<file path="src/rtl/seq_pattern_scan_ctrl.sv">
// Bit-serial 3-bit pattern scanner: accepts a word, scans it MSB first one bit
// per cycle, counts matches (overlapping or not), then presents the count.
module seq_pattern_scan_ctrl #(
   parameter int unsigned NBITS = 8
) (
   input  logic             clk,
   input  logic             reset,
   input  logic             in_val,
   output logic             in_rdy,
   input  logic [NBITS-1:0] in_msg,
   input  logic [2:0]       cfg_pattern,
   input  logic             cfg_overlap,
   output logic             out_val,
   input  logic             out_rdy,
   output logic [3:0]       out_msg,
   output logic             match
);

   localparam int unsigned IW = $clog2(NBITS);

   typedef enum logic [1:0] {IDLE, SCAN, DONE} state_t;

   state_t           state_q, state_d;
   logic [NBITS-1:0] word_q, word_d;
   logic [2:0]       pat_q, pat_d;
   logic             ovl_q, ovl_d;
   logic [3:0]       cnt_q, cnt_d;
   logic [1:0]       hist_q, hist_d;
   logic [1:0]       fill_q, fill_d;
   logic [IW-1:0]    idx_q, idx_d;

   logic cur_bit;
   logic hit;

   assign cur_bit = word_q[idx_q];
   assign hit     = (fill_q == 2'd2) && ({hist_q, cur_bit} == pat_q);
   assign out_msg = cnt_q;

   // State and datapath registers; reset clears everything including latched config.
   always_ff @(posedge clk or negedge reset) begin
      if (!reset) begin
         state_q <= IDLE;
         word_q  <= '0;
         pat_q   <= '0;
         ovl_q   <= 1'b0;
         cnt_q   <= '0;
         hist_q  <= '0;
         fill_q  <= '0;
         idx_q   <= '0;
      end else begin
         state_q <= state_d;
         word_q  <= word_d;
         pat_q   <= pat_d;
         ovl_q   <= ovl_d;
         cnt_q   <= cnt_d;
         hist_q  <= hist_d;
         fill_q  <= fill_d;
         idx_q   <= idx_d;
      end
   end

   // Next-state, datapath updates and handshake outputs.
   always_comb begin
      state_d = state_q;
      word_d  = word_q;
      pat_d   = pat_q;
      ovl_d   = ovl_q;
      cnt_d   = cnt_q;
      hist_d  = hist_q;
      fill_d  = fill_q;
      idx_d   = idx_q;
      in_rdy  = 1'b0;
      out_val = 1'b0;
      match   = 1'b0;

      case (state_q)
         IDLE: begin
            in_rdy = 1'b1;
            if (in_val) begin
               word_d  = in_msg;
               pat_d   = cfg_pattern;
               ovl_d   = cfg_overlap;
               cnt_d   = '0;
               hist_d  = '0;
               fill_d  = '0;
               idx_d   = IW'(NBITS - 1);
               state_d = SCAN;
            end
         end
         SCAN: begin
            match  = hit;
            hist_d = {hist_q[0], cur_bit};
            cnt_d  = cnt_q + {3'b000, hit};
            // A non-overlapping match restarts the window so its bits are not reused.
            if (hit && !ovl_q) begin
               fill_d = '0;
            end else if (fill_q != 2'd2) begin
               fill_d = fill_q + 2'd1;
            end
            if (idx_q == '0) begin
               state_d = DONE;
            end else begin
               idx_d = idx_q - IW'(1);
            end
         end
         DONE: begin
            out_val = 1'b1;
            if (out_rdy) begin
               state_d = IDLE;
            end
         end
         default: begin
            state_d = IDLE;
         end
      endcase
   end

endmodule

</file>
<file path="config.mk">
export PLATFORM = sky130hd
export DESIGN_NAME = seq_pattern_scan_ctrl
export DESIGN_NICKNAME = d
export VERILOG_FILES = /design/src/rtl/seq_pattern_scan_ctrl.sv
export SDC_FILE = /design/constraint.sdc
export NUM_CORES = 1
export LEC_CHECK = 0
export BUFFER_PORTS_ARGS = -buffer_cell sky130_fd_sc_hd__buf_4
export CORE_ASPECT_RATIO = 1.75
export CORE_MARGIN = 3
export CORE_UTILIZATION = 32
export CTS_CLUSTER_DIAMETER = 200
export DETAILED_ROUTE_END_ITERATION = 10
export PLACE_DENSITY = 0.49
export SKIP_LAST_GASP = 1
export SYNTH_ARGS = -nofsm -noshare
export SYNTH_HDL_FRONTEND = slang
export SYNTH_SLANG_ARGS = --single-unit
</file>
<file path="constraint.sdc">
create_clock -name clk -period 5 [get_ports clk]
set_input_delay 1 -clock clk [delete_from_list [all_inputs] [get_ports clk]]
set_output_delay 1 -clock clk [all_outputs]
set_load 0.03 [all_outputs]
</file>
; ---- Yosys cells after proc, flatten, opt, wreduce, memory -nomap -nowiden
; Index checks and enable logic that the tools add are counted.
; W data, S select, Z words.
[op_classes]
add_sub_neg = 3
mul = 0
div = 0
magnitude_cmp = 1
eq_ne = 10
n_shift = 0
mux = 19
bitwise_logic = 0
n_reduce_logical = 11
[op_table]
columns = cell, count
row1 = $mux W2, 6
row2 = $ne A2 B2 Y1 const B, 5
row3 = $reduce_and A3 Y1, 3
row4 = $pmux W2 S2, 2
row5 = $pmux W4 S2, 1
row6 = $mux W3, 2
row7 = $pmux W2 S3, 1
row8 = $pmux W3 S2, 1
row9 = $add A4 B1 Y4, 1
row10 = $eq A2 B2 Y1 const B, 2
row11 = $lt A3 B4 Y1 const B, 1
row12 = $mux W1, 4
row13 = $mux W4, 1
row14 = $reduce_and A2 Y1, 2
row15 = $bmux W1 S3, 1
row16 = $eq A3 B3 Y1, 1
row17 = $logic_not A3 Y1, 1
row18 = $ne A3 B3 Y1 const B, 1
row19 = $sub A3 B1 Y3 const B, 1
row20 = $add A2 B1 Y2 const B, 1
row21 = $eq A2 B1 Y1 const B, 1
row22 = $logic_and A1 B1 Y1, 2
row23 = $logic_not A2 Y1, 1
row24 = $reduce_bool A2 Y1, 1
row25 = $logic_not A1 Y1, 1
[word_totals]
regBits = 25
latch_bits = 0
ram_bits = 0
mem_bits_ro = 0
inputBits = 16
output_inout_bits = 7
wordCells = 52
memories = 0

; ---- Depth between registers and ports, before layout
[depth]
ltp_word = 7
mapped_depth = 10
mapped_depth_nobuf = 9

; ---- Worst setup path before layout
; Ideal clock, no wire load.
[synth_path]
path_kind = register to output
start = reg idx_q[0]
end = out match
arrival_ns = 1.771
required_ns = 4.000
path_slack_ns = 2.229
path_stages_with_launch = 5
n_path_buf = 0
path_cell_list = dfrtp_1 mux2_2 mux4_2 mux2i_2 and2_1
[synth_via]
elab_chain_cells = 5
[synth_lines]
columns = item, line_no
row1 = from (decl), 30  ; logic [IW-1:0] idx_q, idx_d;
row2 = from (signal assigned), 58  ; idx_q <= idx_d;
row3 = $bmux W1 S3, 35  ; assign cur_bit = word_q[idx_q];
row4 = $mux W1 (implied by the code), 35
row5 = $eq A3 B3 Y1, 36  ; assign hit = (fill_q == 2'd2) && ({hist_q, cur_bit} == pat_q);
row6 = $logic_and A1 B1 Y1, 36
row7 = $mux W1, 76  ; case (state_q)
row8 = to (decl), 16  ; output logic match
; No other way between the ends. The select of a mux whose other input is x is not followed.

; ---- Final worst setup path
; Ends and elaborated chain as after synthesis.

==> key figures <==
Status
  • Status: complete, no violations

Clock tree
  • H-tree Lvls: 1
  • Clk_lat worst skew: 0.27 ns
  • Clock-pin slew on the worst setup and hold paths: 0.10 ns
  • Hold-fix buffers, CTS: 0
  • Post_cts resized: 0
  • CTS max path bufs: 2
  • Root Driver: clkbuf_8
  • CTS buffer count: 3
  • Clk sinks: 25
  • CTS tree: yes
  • Post-CTS Setup Bufs: 0

Placed design
  • I/O Buffers: 22
  • DP Area: 0.00146 mm2
  • Placer Congestion: 0.709
  • Dpl cells: 198
  • Final HPWL DP: 1.95 mm

Worst setup path
  • CP max FO: 5
  • R2r startpoint: idx_q[0]$_DFFE_PN0P_
  • Crit path depth: 5
  • Crit-path leading delay family: multiplexers
  • Critical Path RT: 4.00 ns
  • Crit path launch type: register
  • Slowest cell on crit path: mux4_2
  • Cell Chain, Critical Path: mux2_2, mux4_2, mux2i_2, and2_1, buf_4
  • CP peak stage delay: 0.49 ns
  • CP Class: reg2out
  • Arrival time worst endpoint: 2.10 ns
  • Register-to-Register Path Depth: 8
  • R2r endpoint: out_msg[2]$_DFFE_PN0P_
  • Setup slack, reg-to-reg: 2.73 ns
  • Buf/Inv on CP: 1
  • Setup crit end kind: primary output

Pwr
  • Clock Power Share: 0.139
  • VDD IR max: 288 uV
  • Sequential fraction of design power: 0.407
  • PwrDens: 595 mW/mm2
  • Static Leak: 0.000753 uW
  • Comb pwr share: 0.453
  • Sw Share: 0.409
  • Internal power: 530 uW
  • Sw Pwr: 367 uW

Detailed routing
  • DR iter-0 viols: 13
  • Drt first pass iters: 2
  • Wirelength per Cell: 12.7 um
  • Vias: 967
  • DRT antenna net count: 0
  • DRC violations left: 0
  • Post-Route WL: 2.57 mm
  • Vias/cell: 4.79

Floorplan
  • Die area: 0.00472 mm2
  • Die Ht: 88.6 um
  • Core Area: 0.00370 mm2
  • Die X: 53.2 um
  • Row count: 29
  • # IOs: 23
  • Initial core utilization: 0.337

Synthesis
  • Top_reg_cell synth: dfrtp_1
  • Number of enable flip-flop cells after synthesis: 0
  • Async set-reset flop share out of synthesis: 1.00
  • Sequential-to-total area share from yosys stat: 0.501
  • Synth Warn #: 0
  • Yosys cell types: 30
  • #FFs+latches synth: 25
  • Syn nets: 156
  • Post-Syn Area per Cell: 9.25 um2
  • Mapped Cells: 135
  • Synthesized area: 0.00125 mm2

Finish
  • Most frequent cells in the layout: nand2_1 (51), dfrtp_1 (25), buf_4 (23)
  • Area delta synth->final: 20.6%
  • Diode count: 0
  • Most common cell after layout, fill and taps aside: nand2_1
  • Post-route cell area: 0.00151 mm2
  • Final Instance Count excl. Fillers: 202
  • Nets: 178
  • Layout cell share with drive strength beyond 1: 0.218
  • Fill cells: 419

STA
  • Final Setup Violations: 0
  • Tmin final: 3.10 ns
  • Final Hold Vio Count: 0
  • Actual slew at the worst max-slew pin: 0.615 ns
  • Crit share post-route: 0.619
  • Max-slew violation count: 0
  • RSZ-0062 raised after global routing: false
  • Setup TNS: 0 ns
  • Clock skew: 0.00763 ns
  • Fmax: 323 MHz
  • Relative slew slack: 0.589

Worst hold path
  • Worst Hold End: word_q[3]$_DFFE_PN0P_
  • Hold WC Path Type: reg2reg
  • Hold depth: 2
  • Worst hold path startpoint: word_q[3]$_DFFE_PN0P_

Global route
  • Vias in the first global route: 1026
  • Grt total ovfl: 0
  • Initial antenna violation count: 0
  • First-pass GRT wire length: 4.61 mm
  • Total GRT Usage: 0.131
  • Largest net degree at the start of global routing: 26

Job
  • Max-Cap Viols: 0
worst max path at each step:
stage | startpoint | endpoint | slack [ns]
after floorplan | idx_q[0]$_DFFE_PN0P_ | match | 2.23
after global placement | idx_q[0]$_DFFE_PN0P_ | match | 2.18
after detailed placement | idx_q[0]$_DFFE_PN0P_ | match | 2.17
after CTS | idx_q[0]$_DFFE_PN0P_ | match | 1.87
after global routing | idx_q[0]$_DFFE_PN0P_ | match | 1.75
final | idx_q[0]$_DFFE_PN0P_ | match | 1.90
cell usage after synthesis (2+ instances only):
cell	count	area, um2
mux2_2	4	45.0
nand2b_1	2	12.5
nor3_1	3	15.0
nor2b_1	2	12.5
ha_1	5	62.6
nand2_1	51	191
xor2_1	2	17.5
inv_1	4	15.0
o21ai_0	5	25.0
dfrtp_1	25	626
nand3_1	5	25.0
nor2_1	3	11.3
clkbuf_1	6	22.5
xnor2_1	2	17.5
cell type report:
type	instances	area, um2	area share
Clock inverter	1	8.76	0.00581
Sequential cell	25	626	0.415
Timing Repair Buffer	23	173	0.115
Tap cell	46	57.6	0.0382
Inverter	4	15.0	0.00997
Multi-Input combinational cell	100	586	0.389
Clock buffer	3	41.3	0.0274
through the flow:
| stage | hold slack [ns] | utilization | setup slack, ns | total power (uW) |
|---|---|---|---|---|
| after floorplan | 0.438 | - | 2.23 | 668 |
| after global placement | 0.465 | 0.394 | 2.18 | 771 |
| after detailed placement | 0.466 | 0.394 | 2.17 | 789 |
| after CTS | 0.489 | 0.407 | 1.87 | 917 |
| after global routing | 0.503 | 0.407 | 1.75 | 990 |
| final | 0.490 | 0.407 | 1.90 | 897 |
logic make-up (layout without fill, tap and decap cells):
logic type,after synthesis,in the layout,share of synthesized area
simple gates,71,71,0.247
flops,25,25,0.501
compound gates,13,13,0.0691
buf+inv,10,31,0.0301
mux,7,7,0.0741
fa+ha+maj,5,5,0.0501
xor+xnor,4,4,0.0281
power by group through the flow:
| stage | Combinational, uW | Clock (uW) | Sequential [uW] |
|---|---|---|---|
| 3_3_place_gp | 403 | 0 | 368 |
| 4_1_cts | 419 | 131 | 367 |
| 2_1_floorplan | 306 | 0 | 361 |
| 5_1_grt | 471 | 138 | 381 |
| 3_5_place_dp | 417 | 0 | 372 |
| 6_report | 407 | 125 | 365 |
flip-flops by register name (all words and copies together) (netlist names):
| register | count |
|---|---|
| idx_q | 3 |
| ovl_q | 1 |
| hist_q | 2 |
| word_q | 8 |
| state_q | 2 |
| fill_q | 2 |
| out_msg | 4 |
| pat_q | 3 |
routing by layer:
layer	share of wire	GRT usage
met5	0	0
met4	0.0082	0.0349
met3	0.027	0.0202
met2	0.57	0.246
met1	0.39	0.146
worst reg2reg max path, delay by kind of cell, from the launching register on:
kind / cells / cell delay [ns]
muxes: 3 / 1.09
DFF: 1 / 0.43
adders and majority gates: 2 / 0.38
xor gates and xnor gates: 1 / 0.16
and+or+nand+nor: 2 / 0.11
No activity file was read; power rests on OpenSTA's default activity.
